File: config.mk
export PLATFORM = sky130hd
export DESIGN_NAME = tof_meas_sequencer
export DESIGN_NICKNAME = d
export VERILOG_FILES = /design/src/rtl/tof_meas_sequencer.sv
export SDC_FILE = /design/constraint.sdc
export NUM_CORES = 1
export LEC_CHECK = 0
export CORE_ASPECT_RATIO = 1.1
export CORE_MARGIN = 5
export CORE_UTILIZATION = 35
export CTS_BUF_LIST = sky130_fd_sc_hd__clkbuf_8
export CTS_CLUSTER_SIZE = 40
export DETAILED_ROUTE_END_ITERATION = 16
export HOLD_SLACK_MARGIN = 0.08
export PLACE_DENSITY_LB_ADDON = 0.08
export SLEW_MARGIN = 20
export SYNTH_ARGS = -nofsm -noshare
export SYNTH_HDL_FRONTEND = slang
export SYNTH_SLANG_ARGS = --single-unit
File: constraint.sdc
create_clock -name clk -period 7.4 [get_ports clk]
set_clock_uncertainty 0.15 [all_clocks]
set_input_delay 1.85 -clock clk [delete_from_list [all_inputs] [get_ports clk]]
set_output_delay 1.85 -clock clk [all_outputs]
set_load 0.1 [all_outputs]
File: src/rtl/tof_meas_sequencer.sv
// ToF range-measurement sequencer: pulses sample-start, waits for the sensor IRQ,
// reads the result over I2C (write/repeated-start/read), then clears the IRQ.
module tof_meas_sequencer #(
  parameter int NBYTES         = 2,
  parameter int SS_CYCLES      = 100,
  parameter int TIMEOUT_CYCLES = 2_000_000
) (
  input  logic                clk,
  input  logic                reset_n,
  input  logic                start,
  input  logic [6:0]          dev_addr,
  input  logic [7:0]          res_idx,
  input  logic [7:0]          clr_idx,
  input  logic [7:0]          clr_val,
  output logic [2:0]          i2c_cmd,
  output logic [7:0]          i2c_din,
  output logic                i2c_wr,
  input  logic                i2c_ready,
  input  logic                i2c_ack,
  input  logic [7:0]          i2c_dout,
  output logic                tof_ss,
  input  logic                tof_irq,
  output logic                busy,
  output logic                done,
  output logic [1:0]          err,
  output logic [8*NBYTES-1:0] result,
  output logic [2:0]          dbg_state
);

  localparam int RW  = 8 * NBYTES;
  localparam int BCW = $clog2(NBYTES + 1);
  localparam int SCW = $clog2(SS_CYCLES + 1);
  localparam int TCW = $clog2(TIMEOUT_CYCLES + 1);

  localparam logic [BCW-1:0] BYTE_LAST = BCW'(NBYTES - 1);
  localparam logic [SCW-1:0] SS_LAST   = SCW'(SS_CYCLES - 1);
  localparam logic [TCW-1:0] TO_LAST   = TCW'(TIMEOUT_CYCLES - 1);

  localparam logic [2:0] CMD_START   = 3'b000;
  localparam logic [2:0] CMD_WR      = 3'b001;
  localparam logic [2:0] CMD_RD      = 3'b010;
  localparam logic [2:0] CMD_STOP    = 3'b011;
  localparam logic [2:0] CMD_RESTART = 3'b100;

  localparam logic [1:0] ERR_OK   = 2'b00;
  localparam logic [1:0] ERR_NACK = 2'b01;
  localparam logic [1:0] ERR_TO   = 2'b10;

  localparam logic [2:0] S_IDLE   = 3'd0;
  localparam logic [2:0] S_SS     = 3'd1;
  localparam logic [2:0] S_WIRQ   = 3'd2;
  localparam logic [2:0] S_ISSUE  = 3'd3;
  localparam logic [2:0] S_STROBE = 3'd4;
  localparam logic [2:0] S_SKIP   = 3'd5;
  localparam logic [2:0] S_WAIT   = 3'd6;
  localparam logic [2:0] S_FIN    = 3'd7;

  // Command steps: read burst (0..6), clear write (7..11), abort STOP (12).
  localparam logic [3:0] STP_START_R = 4'd0;
  localparam logic [3:0] STP_ADDR_W  = 4'd1;
  localparam logic [3:0] STP_RIDX    = 4'd2;
  localparam logic [3:0] STP_RESTART = 4'd3;
  localparam logic [3:0] STP_ADDR_R  = 4'd4;
  localparam logic [3:0] STP_RD      = 4'd5;
  localparam logic [3:0] STP_STOP_R  = 4'd6;
  localparam logic [3:0] STP_START_C = 4'd7;
  localparam logic [3:0] STP_ADDR_C  = 4'd8;
  localparam logic [3:0] STP_CIDX    = 4'd9;
  localparam logic [3:0] STP_CVAL    = 4'd10;
  localparam logic [3:0] STP_STOP_C  = 4'd11;
  localparam logic [3:0] STP_ABORT   = 4'd12;

  logic [2:0]     state_q, state_d;
  logic [3:0]     step_q, step_d;
  logic [BCW-1:0] byte_q, byte_d;
  logic [SCW-1:0] ss_cnt_q, ss_cnt_d;
  logic [TCW-1:0] to_cnt_q, to_cnt_d;
  logic [2:0]     cmd_q, cmd_d;
  logic [7:0]     din_q, din_d;
  logic [1:0]     err_q, err_d;
  logic [RW-1:0]  shadow_q, shadow_d;
  logic [RW-1:0]  result_q, result_d;
  logic           irq_s1_q, irq_s2_q;

  logic [2:0]     step_cmd;
  logic [7:0]     step_din;
  logic [RW+7:0]  shift_w;

  // Handshake: in ISSUE a command is latched only when i2c_ready=1; i2c_wr is
  // high for the single STROBE cycle, SKIP lets the master drop ready, and WAIT
  // holds cmd/din until ready returns, at which point ack/dout are valid.
  always_comb begin
    step_cmd = CMD_STOP;
    step_din = 8'h00;
    case (step_q)
      STP_START_R, STP_START_C: step_cmd = CMD_START;
      STP_ADDR_W, STP_ADDR_C: begin
        step_cmd = CMD_WR;
        step_din = {dev_addr, 1'b0};
      end
      STP_RIDX: begin
        step_cmd = CMD_WR;
        step_din = res_idx;
      end
      STP_RESTART: step_cmd = CMD_RESTART;
      STP_ADDR_R: begin
        step_cmd = CMD_WR;
        step_din = {dev_addr, 1'b1};
      end
      STP_RD: begin
        step_cmd = CMD_RD;
        step_din = (byte_q == BYTE_LAST) ? 8'h01 : 8'h00;
      end
      STP_CIDX: begin
        step_cmd = CMD_WR;
        step_din = clr_idx;
      end
      STP_CVAL: begin
        step_cmd = CMD_WR;
        step_din = clr_val;
      end
      default: step_cmd = CMD_STOP;
    endcase
  end

  always_comb begin
    state_d  = state_q;
    step_d   = step_q;
    byte_d   = byte_q;
    ss_cnt_d = ss_cnt_q;
    to_cnt_d = to_cnt_q;
    cmd_d    = cmd_q;
    din_d    = din_q;
    err_d    = err_q;
    shadow_d = shadow_q;
    result_d = result_q;
    shift_w  = {shadow_q, i2c_dout};

    case (state_q)
      S_IDLE: begin
        if (start) begin
          err_d    = ERR_OK;
          ss_cnt_d = '0;
          shadow_d = '0;
          state_d  = S_SS;
        end
      end
      S_SS: begin
        if (ss_cnt_q == SS_LAST) begin
          to_cnt_d = '0;
          state_d  = S_WIRQ;
        end else begin
          ss_cnt_d = ss_cnt_q + 1'b1;
        end
      end
      S_WIRQ: begin
        if (irq_s2_q) begin
          step_d  = STP_START_R;
          byte_d  = '0;
          state_d = S_ISSUE;
        end else if (to_cnt_q == TO_LAST) begin
          err_d   = ERR_TO;
          state_d = S_FIN;
        end else begin
          to_cnt_d = to_cnt_q + 1'b1;
        end
      end
      S_ISSUE: begin
        if (i2c_ready) begin
          cmd_d   = step_cmd;
          din_d   = step_din;
          state_d = S_STROBE;
        end
      end
      S_STROBE: state_d = S_SKIP;
      S_SKIP:   state_d = S_WAIT;
      S_WAIT: begin
        if (i2c_ready) begin
          state_d = S_ISSUE;
          if (cmd_q == CMD_WR && i2c_ack) begin
            err_d  = ERR_NACK;
            step_d = STP_ABORT;
          end else begin
            case (step_q)
              STP_RD: begin
                shadow_d = shift_w[RW-1:0];
                if (byte_q == BYTE_LAST) step_d = STP_STOP_R;
                else byte_d = byte_q + 1'b1;
              end
              STP_STOP_C, STP_ABORT: state_d = S_FIN;
              default: step_d = step_q + 4'd1;
            endcase
          end
        end
      end
      S_FIN:   state_d = S_IDLE;
      default: state_d = S_IDLE;
    endcase

    // Result is committed on entry to FIN so it is valid alongside done.
    if (state_d == S_FIN && state_q != S_FIN && err_d == ERR_OK) result_d = shadow_d;
  end

  always_ff @(posedge clk or negedge reset_n) begin
    if (!reset_n) begin
      state_q  <= S_IDLE;
      step_q   <= STP_START_R;
      byte_q   <= '0;
      ss_cnt_q <= '0;
      to_cnt_q <= '0;
      cmd_q    <= 3'b000;
      din_q    <= 8'h00;
      err_q    <= ERR_OK;
      shadow_q <= '0;
      result_q <= '0;
      irq_s1_q <= 1'b0;
      irq_s2_q <= 1'b0;
    end else begin
      state_q  <= state_d;
      step_q   <= step_d;
      byte_q   <= byte_d;
      ss_cnt_q <= ss_cnt_d;
      to_cnt_q <= to_cnt_d;
      cmd_q    <= cmd_d;
      din_q    <= din_d;
      err_q    <= err_d;
      shadow_q <= shadow_d;
      result_q <= result_d;
      irq_s1_q <= tof_irq;
      irq_s2_q <= irq_s1_q;
    end
  end

  assign i2c_cmd   = cmd_q;
  assign i2c_din   = din_q;
  assign i2c_wr    = (state_q == S_STROBE);
  assign tof_ss    = (state_q == S_SS);
  assign busy      = (state_q != S_IDLE) && (state_q != S_FIN);
  assign done      = (state_q == S_FIN);
  assign err       = err_q;
  assign result    = result_q;
  assign dbg_state = state_q;

endmodule

==> impl_metrics.csv, run 1 <==
group,metric,value,unit
final_layout,n_antenna_cell,0,
power,ir_drop,0.230,mV
yosys,syn-num-nets,486,
global_route,grt_max_degree,61,
timing,min_period_over_period,0.656,
global_route,grt_use_met1,0.202,
floorplanning,num_rows,42,
timing,rsz0062_at_grt,"false",
yosys,syn_area_per_cell,10.0,um2
clocking,clk_latency,0.37,ns
global_route,grt_overflow,0,
yosys,yosys.area.top_type,"dfrtp_1",
place,dp_hpwl,8110,um
place,gp_congestion,0.799,
place,dp_slack,2.61,ns
worst_setup_path,cpPeakStageDelay,1.20,ns
clocking,cts_sinks,84,
routing,routed_wl,11500,um
yosys,netlist_area,0.00436,mm2
global_route,gr-usage-met3,0.0265,
timing,fmax,206,MHz
routing,via_per_inst,5.61,
power,leakage,0.00243,uW
floorplanning,die_h,127,um
yosys,yosysTopAreaCellShare,0.482,
timing,fin_crit,4.85,ns
routing,first_pass_iters,5,
yosys,synth_area_leaders,"dfrtp_1 48%, nand2_1 4.4%, a22o_1 3.4%, mux2_1 2.6%, nor2_1 2.6%",
yosys,synthArstFlopShare,1.00,
worst_setup_path,critPathBufInv,1,
timing,maxSlewHeadroom,0.288,
worst_setup_path,cp_top_family,"buffers and inverters",
routing,drtIter0Drc,194,
final_layout,most-common-layout-cells,"84 x dfrtp_1, 79 x clkdlybuf4s50_1, 51 x nand2_1",
global_route,grtUsageMet2,0.258,
worst_setup_path,cp_cell_sequence,"or2_2, nor2_1, clkdlybuf4s50_1",
worst_setup_path,crit_slowest_cell,"clkdlybuf4s50_1",
yosys,ys_warn_count,0,
place,port_buffers,80,
worst_setup_path,cp-start-kind,"flip-flop",
clocking,post_cts_resized,0,
routing,drc_errors,0,
run,drv_cap,0,
yosys,syn_inst,434,
global_route,busiest_layer,"met2",
clocking,cts_buffers,9,
global_route,grt_first_pass_wirelength,18600,um
timing,finalSetupTns,0,ns
global_route,antenna_found_initial,0,
yosys,ys.flop_type,"dfrtp_1",
global_route,grt_pass1_vias,3718,
clocking,cts-root-buf,"clkbuf_8",
timing,final_max_slew_viol_count,0,
routing,routed-via-count,3707,
worst_setup_path,cp_max_fo,22,
clocking,cts_hold_buf,0,
clocking,clk_path_buf_depth,2,
clocking,cts_setup_buffers,0,
power,cellPowerDensity,313,mW/mm2
final_layout,fin_nets,554,
worst_setup_path,cp.required,5.40,ns
floorplanning,io_pins,81,
floorplanning,dieArea,0.0148,mm2
clocking,cts_tree,"done",
worst_setup_path,critPathKind,"reg2out",
yosys,ys_seq_area_frac,0.482,
final_layout,layout_commonest_cell,"dfrtp_1",
timing,tightest_slew,1.06,ns
worst_setup_path,end_kind,"output pin",
routing,wl_per_cell,17.3,um
timing,setup_viol,0,
clocking,clk_pin_slew,0.09,ns
yosys,synth_edf_count,0,
power,total_power,1710,uW
final_layout,final_layout_size_suffix_gt1_frac,0.0730,
global_route,grt_use_total,0.157,
timing,hold_violations,0,
floorplanning,initial_core_util,0.359,
min_path,hold_path_class,"reg2reg",
yosys,ys_seq_elements,84,
status,outcome,"completed",
floorplanning,coreArea,0.0121,mm2
floorplanning,die_w,116,um
timing,fin_ws,2.55,ns
final_layout,area_delta_synth_final,25.5,%
worst_setup_path,cp.arrival,2.85,ns
yosys,synth_cell_types,60,
routing,drtAntennaViolNets,0,
final_layout,nFillCells,1202,
final_layout,fin_util,0.451,
clocking,h-tree-depth,3,
==> area by class of cell <==
type	instances	area (um2)	share of cell area
Timing Repair Buffer	84	828	0.151
Multi-Input combinational cell	314	2120	0.387
Sequential cell	84	2100	0.384
Inverter	9	33.8	0.00617
Tap cell	154	193	0.0352
Clock buffer	9	124	0.0226
Clock inverter	7	75.1	0.0137
==> Yosys cell counts (7+ instances only) <==
cell / count
nand4_1: 11
clkbuf_1: 22
inv_1: 8
a222oi_1: 7
nor2_1: 30
ha_1: 7
a21o_1: 9
nand3_1: 15
nand2_1: 51
mux2_2: 8
o211ai_1: 15
a21oi_1: 13
a22o_1: 17
dfrtp_1: 84
or4_1: 13
and3_1: 13
o21ai_0: 14
mux2_1: 10
==> report_power, final <==
group          total [uW]  switching [uW]  internal, uW
Combinational         769             554           216
Clock                 341             183           158
Sequential            602            84.4           518
Total                1710             821           892
==> through the flow <==
step	std cells	area (um2)	hold slack, ns
6_report	661	5470	0.232
5_1_grt	661	5470	0.242
4_1_cts	661	5470	0.230
3_5_place_dp	645	5270	0.209
3_3_place_gp	645	5270	0.224
2_1_floorplan	434	4360	0.181
==> logic make-up after synthesis <==
family	Yosys count	share of synthesized area
and+or+nand+nor	175	0.216
AOI/OAI and AO/OA	101	0.175
DFF	84	0.482
buffers and inverters	36	0.0336
muxes	23	0.0580
xor gates and xnor gates	8	0.0161
adders and majority gates	7	0.0201
==> path summary, 6_finish.rpt <==
check                      depth (start not counted)  slack [ns]            to          from
setup / recovery                                   3        2.55        tof_ss  dbg_state[2]
hold / removal                                     0        0.23      irq_s2_q      irq_s1_q
setup reg to reg                                   5        3.98  to_cnt_q[15]  dbg_state[2]
hold reg to reg                                    0        0.23      irq_s2_q      irq_s1_q
max in group asynchronous                          2        4.77  shadow_q[10]       reset_n
min in group asynchronous                          1        1.22     step_q[0]       reset_n
==> layer usage <==
metal / part of all wire / up-vias
met5: 0 / -
li1: - / 1767
met4: 0.020 / 0
met3: 0.057 / 18
met2: 0.49 / 90
met1: 0.44 / 1832
==> worst reg2reg max path, delay by kind of cell, from the launching register on <==
| family | cells | cell delay, ns |
|---|---|---|
| compound gates | 1 | 0.91 |
| flops | 1 | 0.62 |
| mux | 1 | 0.26 |
| simple gates | 3 | 1.42 |
==> registers in the layout, indices dropped and copies added (netlist names) <==
| register | cells |
|---|---|
| step_q | 4 |
| to_cnt_q | 21 |
| result | 16 |
| ss_cnt_q | 7 |
| i2c_cmd | 3 |
| shadow_q | 16 |
| dbg_state | 3 |
| err | 2 |
| irq_s1_q | 1 |
| irq_s2_q | 1 |
| byte_q | 2 |
| i2c_din | 8 |
Note: power is estimated with default switching activity, not from simulation.
==> run 2, diff against run 1 <==
==> constraint.sdc (replaced) <==
create_clock -name clk -period 4.1 [get_ports clk]
set_clock_uncertainty 0.15 [all_clocks]
set_input_delay 1.025 -clock clk [delete_from_list [all_inputs] [get_ports clk]]
set_output_delay 1.025 -clock clk [all_outputs]
set_load 0.1 [all_outputs]
==> impl_metrics.csv, run 2 (synthesized netlist as in run 1, its figures left out) <==
group,metric,value,unit
clocking,cts_sinks,84,
worst_setup_path,end_kind,"flip-flop",
status,outcome,"completed",
power,p_int,1670,uW
worst_setup_path,cp-start-kind,"primary input",
worst_setup_path,critPathKind,"in2reg",
clocking,cts_buffers,9,
power,p_seq_frac,0.343,
worst_setup_path,cp_max_fo,16,
power,switchingPower,1470,uW
timing,fmax,295,MHz
final_layout,area_delta_synth_final,26.1,%
place,gp_congestion,0.773,
timing,final_max_slew_viol_count,0,
routing,drtAntennaViolNets,0,
clocking,cts_setup_buffers,0,
final_layout,fin_nets,557,
run,drv_cap,0,
final_layout,nFillCells,1184,
timing,tightest_slew,0.993,ns
floorplanning,die_w,116,um
worst_setup_path,cpPeakStageDelay,0.57,ns
routing,routed-via-count,3626,
clocking,clk_latency,0.36,ns
floorplanning,die_h,127,um
routing,via_per_inst,5.46,
power,leakage,0.00247,uW
floorplanning,num_rows,42,
clocking,cts-root-buf,"clkbuf_8",
place,dp_slack,0.327,ns
timing,maxSlewHeadroom,0.336,
global_route,grt_max_degree,85,
global_route,grt_first_pass_wirelength,18500,um
timing,setup_viol,0,
power,cellPowerDensity,572,mW/mm2
worst_setup_path,cp.arrival,3.49,ns
timing,fin_crit,3.39,ns
power,pwr-share-clk,0.209,
routing,drtIter0Drc,175,
timing,min_period_over_period,0.828,
final_layout,multiInputGateArea,0.00212,mm2
worst_setup_path,cp.required,4.19,ns
global_route,grt_overflow,0,
place,dp_hpwl,7850,um
final_layout,largest_reg_flops,21,
final_layout,n_antenna_cell,0,
floorplanning,io_pins,81,
place,port_buffers,80,
clocking,post_cts_resized,0,
final_layout,regArea,0.00210,mm2
final_layout,layout_commonest_cell,"dfrtp_1",
global_route,antenna_found_initial,0,
timing,finalSetupTns,0,ns
clocking,cts_tree,"done",
final_layout,regMostFlops,"to_cnt_q",
worst_setup_path,crit_slowest_cell,"or4_1",
place,placed_cell_area,0.00528,mm2
power,comb_power_share,0.448,
floorplanning,initial_core_util,0.359,
clocking,cts_hold_buf,0,
power,total_power,3140,uW
worst_setup_path,critPathBufInv,2,
timing,hold_violations,0,
floorplanning,coreArea,0.0121,mm2
timing,fin_ws,0.706,ns
final_layout,fin_util,0.453,
routing,drc_errors,0,
final_layout,final_layout_size_suffix_gt1_frac,0.0922,
global_route,grt_pass1_vias,3559,
final_layout,finish.instance_area,0.00550,mm2
min_path,hold_path_class,"reg2reg",
routing,wl_per_cell,16.9,um
timing,rsz0062_at_grt,"false",
floorplanning,dieArea,0.0148,mm2
worst_setup_path,cp_cell_sequence,"clkdlybuf4s50_1, nor4bb_1, or4_1, a311o_1, a2111oi_4, buf_4, mux2_2",
routing,routed_wl,11200,um
power,netSwitchingFraction,0.467,
clocking,h-tree-depth,3,
routing,first_pass_iters,5,
worst_setup_path,cp_top_family,"simple AND/OR/NAND/NOR gates",
clocking,clk_pin_slew,0.09,ns
global_route,grt_use_total,0.154,
power,ir_drop,0.387,mV
final_layout,most-common-layout-cells,"84 x dfrtp_1, 72 x clkdlybuf4s50_1, 51 x nand2_1",
clocking,clk_path_buf_depth,2,
==> run 2: cell count changes in the layout (fill, tap and decap cells not counted), sizes merged <==
cell,previous run,this run
buf,5,15
clkdlybuf4s50,79,72
bufinv,1,2
clkinvlp,1,0
==> run 2: path summary, 6_finish.rpt <==
path / startpoint / to / slack [ns] / cells after the start
worst min-delay path: irq_s1_q / irq_s2_q / 0.24 / 0
worst max-delay path: i2c_ack / result[4] / 0.71 / 7
worst max register to register: step_q[0] / result[4] / 1.04 / 8
max in group asynchronous: reset_n / result[8] / 2.69 / 1
min in group asynchronous: reset_n / i2c_cmd[2] / 0.52 / 1
worst min register to register: irq_s1_q / irq_s2_q / 0.24 / 0
==> run 2: power groups by stage <==
stage	Sequential (uW)	Clock [uW]	Combinational (uW)
6_report	1080	656	1410
3_3_place_gp	1090	0	1410
5_1_grt	1100	715	1510
2_1_floorplan	1500	0	631
3_5_place_dp	1100	0	1420
4_1_cts	1080	684	1420
==> run 2: area by class of cell <==
| cell class | instances | area share |
|---|---|---|
| Multi-Input combinational cell | 314 | 0.385 |
| Sequential cell | 84 | 0.382 |
| Timing Repair Buffer | 87 | 0.152 |
| Tap cell | 154 | 0.0350 |
| Clock buffer | 9 | 0.0225 |
| Clock inverter | 7 | 0.0168 |
| Inverter | 9 | 0.00614 |
==> run 2: layer usage <==
layer	GRT usage	routed length [um]	share of wire
met1	0.212	5110	0.46
met5	0	0	0
met2	0.240	5270	0.47
met3	0.0355	697	0.062
met4	0.0505	135	0.012
==> run 2: metrics by stage <==
step / hold slack, ns / instances
detailed placement: 0.229 / 648
global route: 0.250 / 664
finish: 0.241 / 664
global placement: 0.229 / 648
floorplan: 0.181 / 434
CTS: 0.247 / 664
==> run 2: worst reg2reg max path: stages, from the launching register on <==
cell and delay (ns):
dfrtp_1 0.44, inv_1 0.12, ha_1 0.33, mux2i_1 0.15, or4_1 0.47, a311o_1 0.42
a2111oi_4 0.20, buf_4 0.30, mux2_2 0.37
==> run 3, diff against run 2 <==
==> constraint.sdc (replaced) <==
create_clock -name clk -period 3.5 [get_ports clk]
set_clock_uncertainty 0.15 [all_clocks]
set_input_delay 0.875 -clock clk [delete_from_list [all_inputs] [get_ports clk]]
set_output_delay 0.875 -clock clk [all_outputs]
set_load 0.1 [all_outputs]
==> impl_metrics.csv, run 3 (synthesized netlist as in run 1, its figures left out) <==
group,metric,value,unit
status,outcome,"completed",
final_layout,fin_util,0.457,
worst_setup_path,reg2reg_depth,8,
timing,whs,0.250,ns
timing,fin_ws,0.287,ns
floorplanning,dieArea,0.0148,mm2
final_layout,layout_commonest_cell,"dfrtp_1",
global_route,grt_first_pass_wirelength,18700,um
power,total_power,3780,uW
routing,drc_errors,0,
worst_setup_path,critPathKind,"in2reg",
timing,finalSetupTns,0,ns
global_route,grt_pass1_vias,3719,
worst_setup_path,cp_max_fo,16,
routing,wl_per_cell,16.7,um
power,cellPowerDensity,681,mW/mm2
final_layout,largest_reg_flops,21,
routing,drtIter0Drc,192,
routing,routed-via-count,3694,
timing,setup_viol,0,
clocking,cts_buffers,9,
place,dp_slack,-0.0965,ns
place,gp_congestion,0.783,
final_layout,regMostFlops,"to_cnt_q",
timing,fmax,311,MHz
clocking,h-tree-depth,3,
final_layout,final_layout_size_suffix_gt1_frac,0.167,
floorplanning,die_h,127,um
final_layout,nFillCells,1183,
floorplanning,io_pins,81,
clocking,clk_path_buf_depth,2,
final_layout,n_antenna_cell,0,
timing,fin_crit,3.21,ns
clocking,cts_setup_buffers,0,
worst_setup_path,cp.arrival,3.31,ns
timing,min_period_over_period,0.918,
timing,rsz0062_at_grt,"false",
final_layout,area_delta_synth_final,27.2,%
floorplanning,coreArea,0.0121,mm2
clocking,cts_tree,"done",
power,leakage,0.00259,uW
routing,first_pass_iters,4,
worst_setup_path,cp-start-kind,"primary input",
clocking,post_cts_resized,0,
clocking,cts-root-buf,"clkbuf_8",
floorplanning,initial_core_util,0.359,
floorplanning,num_rows,42,
place,dp_hpwl,8070,um
final_layout,fin_nets,567,
global_route,grt_use_total,0.157,
routing,routed_wl,11200,um
clocking,cts_hold_buf,0,
worst_setup_path,cp.required,3.60,ns
power,ir_drop,0.381,mV
timing,final_max_slew_viol_count,0,
min_path,hold_depth,0,
run,drv_cap,0,
clocking,clk_latency,0.36,ns
clocking,clk_pin_slew,0.09,ns
worst_setup_path,end_kind,"flip-flop",
place,port_buffers,80,
routing,drtAntennaViolNets,0,
global_route,grt_overflow,0,
routing,via_per_inst,5.48,
final_layout,most-common-layout-cells,"84 x dfrtp_1, 52 x buf_4, 51 x nand2_1",
min_path,hold_path_class,"reg2reg",
timing,maxSlewHeadroom,0.480,
timing,hold_violations,0,
global_route,antenna_found_initial,0,
timing,tightest_slew,0.775,ns
global_route,grt_max_degree,46,
clocking,cts_sinks,84,
floorplanning,die_w,116,um
-- run 3: worst paths after layout --
kind	from	endpoint	slack, ns
max	i2c_ack	result[4]	0.29
min in group asynchronous	reset_n	i2c_cmd[1]	0.35
max in group asynchronous	reset_n	to_cnt_q[6]	2.22
min	irq_s1_q	irq_s2_q	0.25
max reg2reg	step_q[0]	result[4]	0.46
min reg2reg	irq_s1_q	irq_s2_q	0.25
-- run 3: power by group --
part           switching [uW]  internal (uW)
Sequential                135           1100
Clock                     359            473
Combinational            1240            480
Total                    1730           2050
-- run 3: layout make-up --
cell class	instances	area [um2]	area share
Inverter	9	33.8	0.00609
Clock buffer	9	124	0.0223
Sequential cell	84	2100	0.379
Timing Repair Buffer	97	861	0.155
Clock inverter	7	115	0.0208
Tap cell	154	193	0.0347
Multi-Input combinational cell	314	2120	0.382
-- run 3: through the flow --
stage                     area, um2  cells
final                          5550    674
after global routing           5550    674
after global placement         5310    658
after floorplan                4370    434
after detailed placement       5310    658
after CTS                      5550    674
-- run 3: critical path, stage by stage --
cell and delay [ns]:
clkdlybuf4s50_1 0.43, nor4bb_1 0.17, or4_1 0.54, a311o_1 0.42
a2111oi_4 0.31, buf_12 0.21, mux2_2 0.35
-- run 3: routing by layer --
layer  share of wire  track usage
met5               0            0
met4           0.017       0.0560
met3           0.061       0.0322
met2            0.47        0.251
met1            0.45        0.211
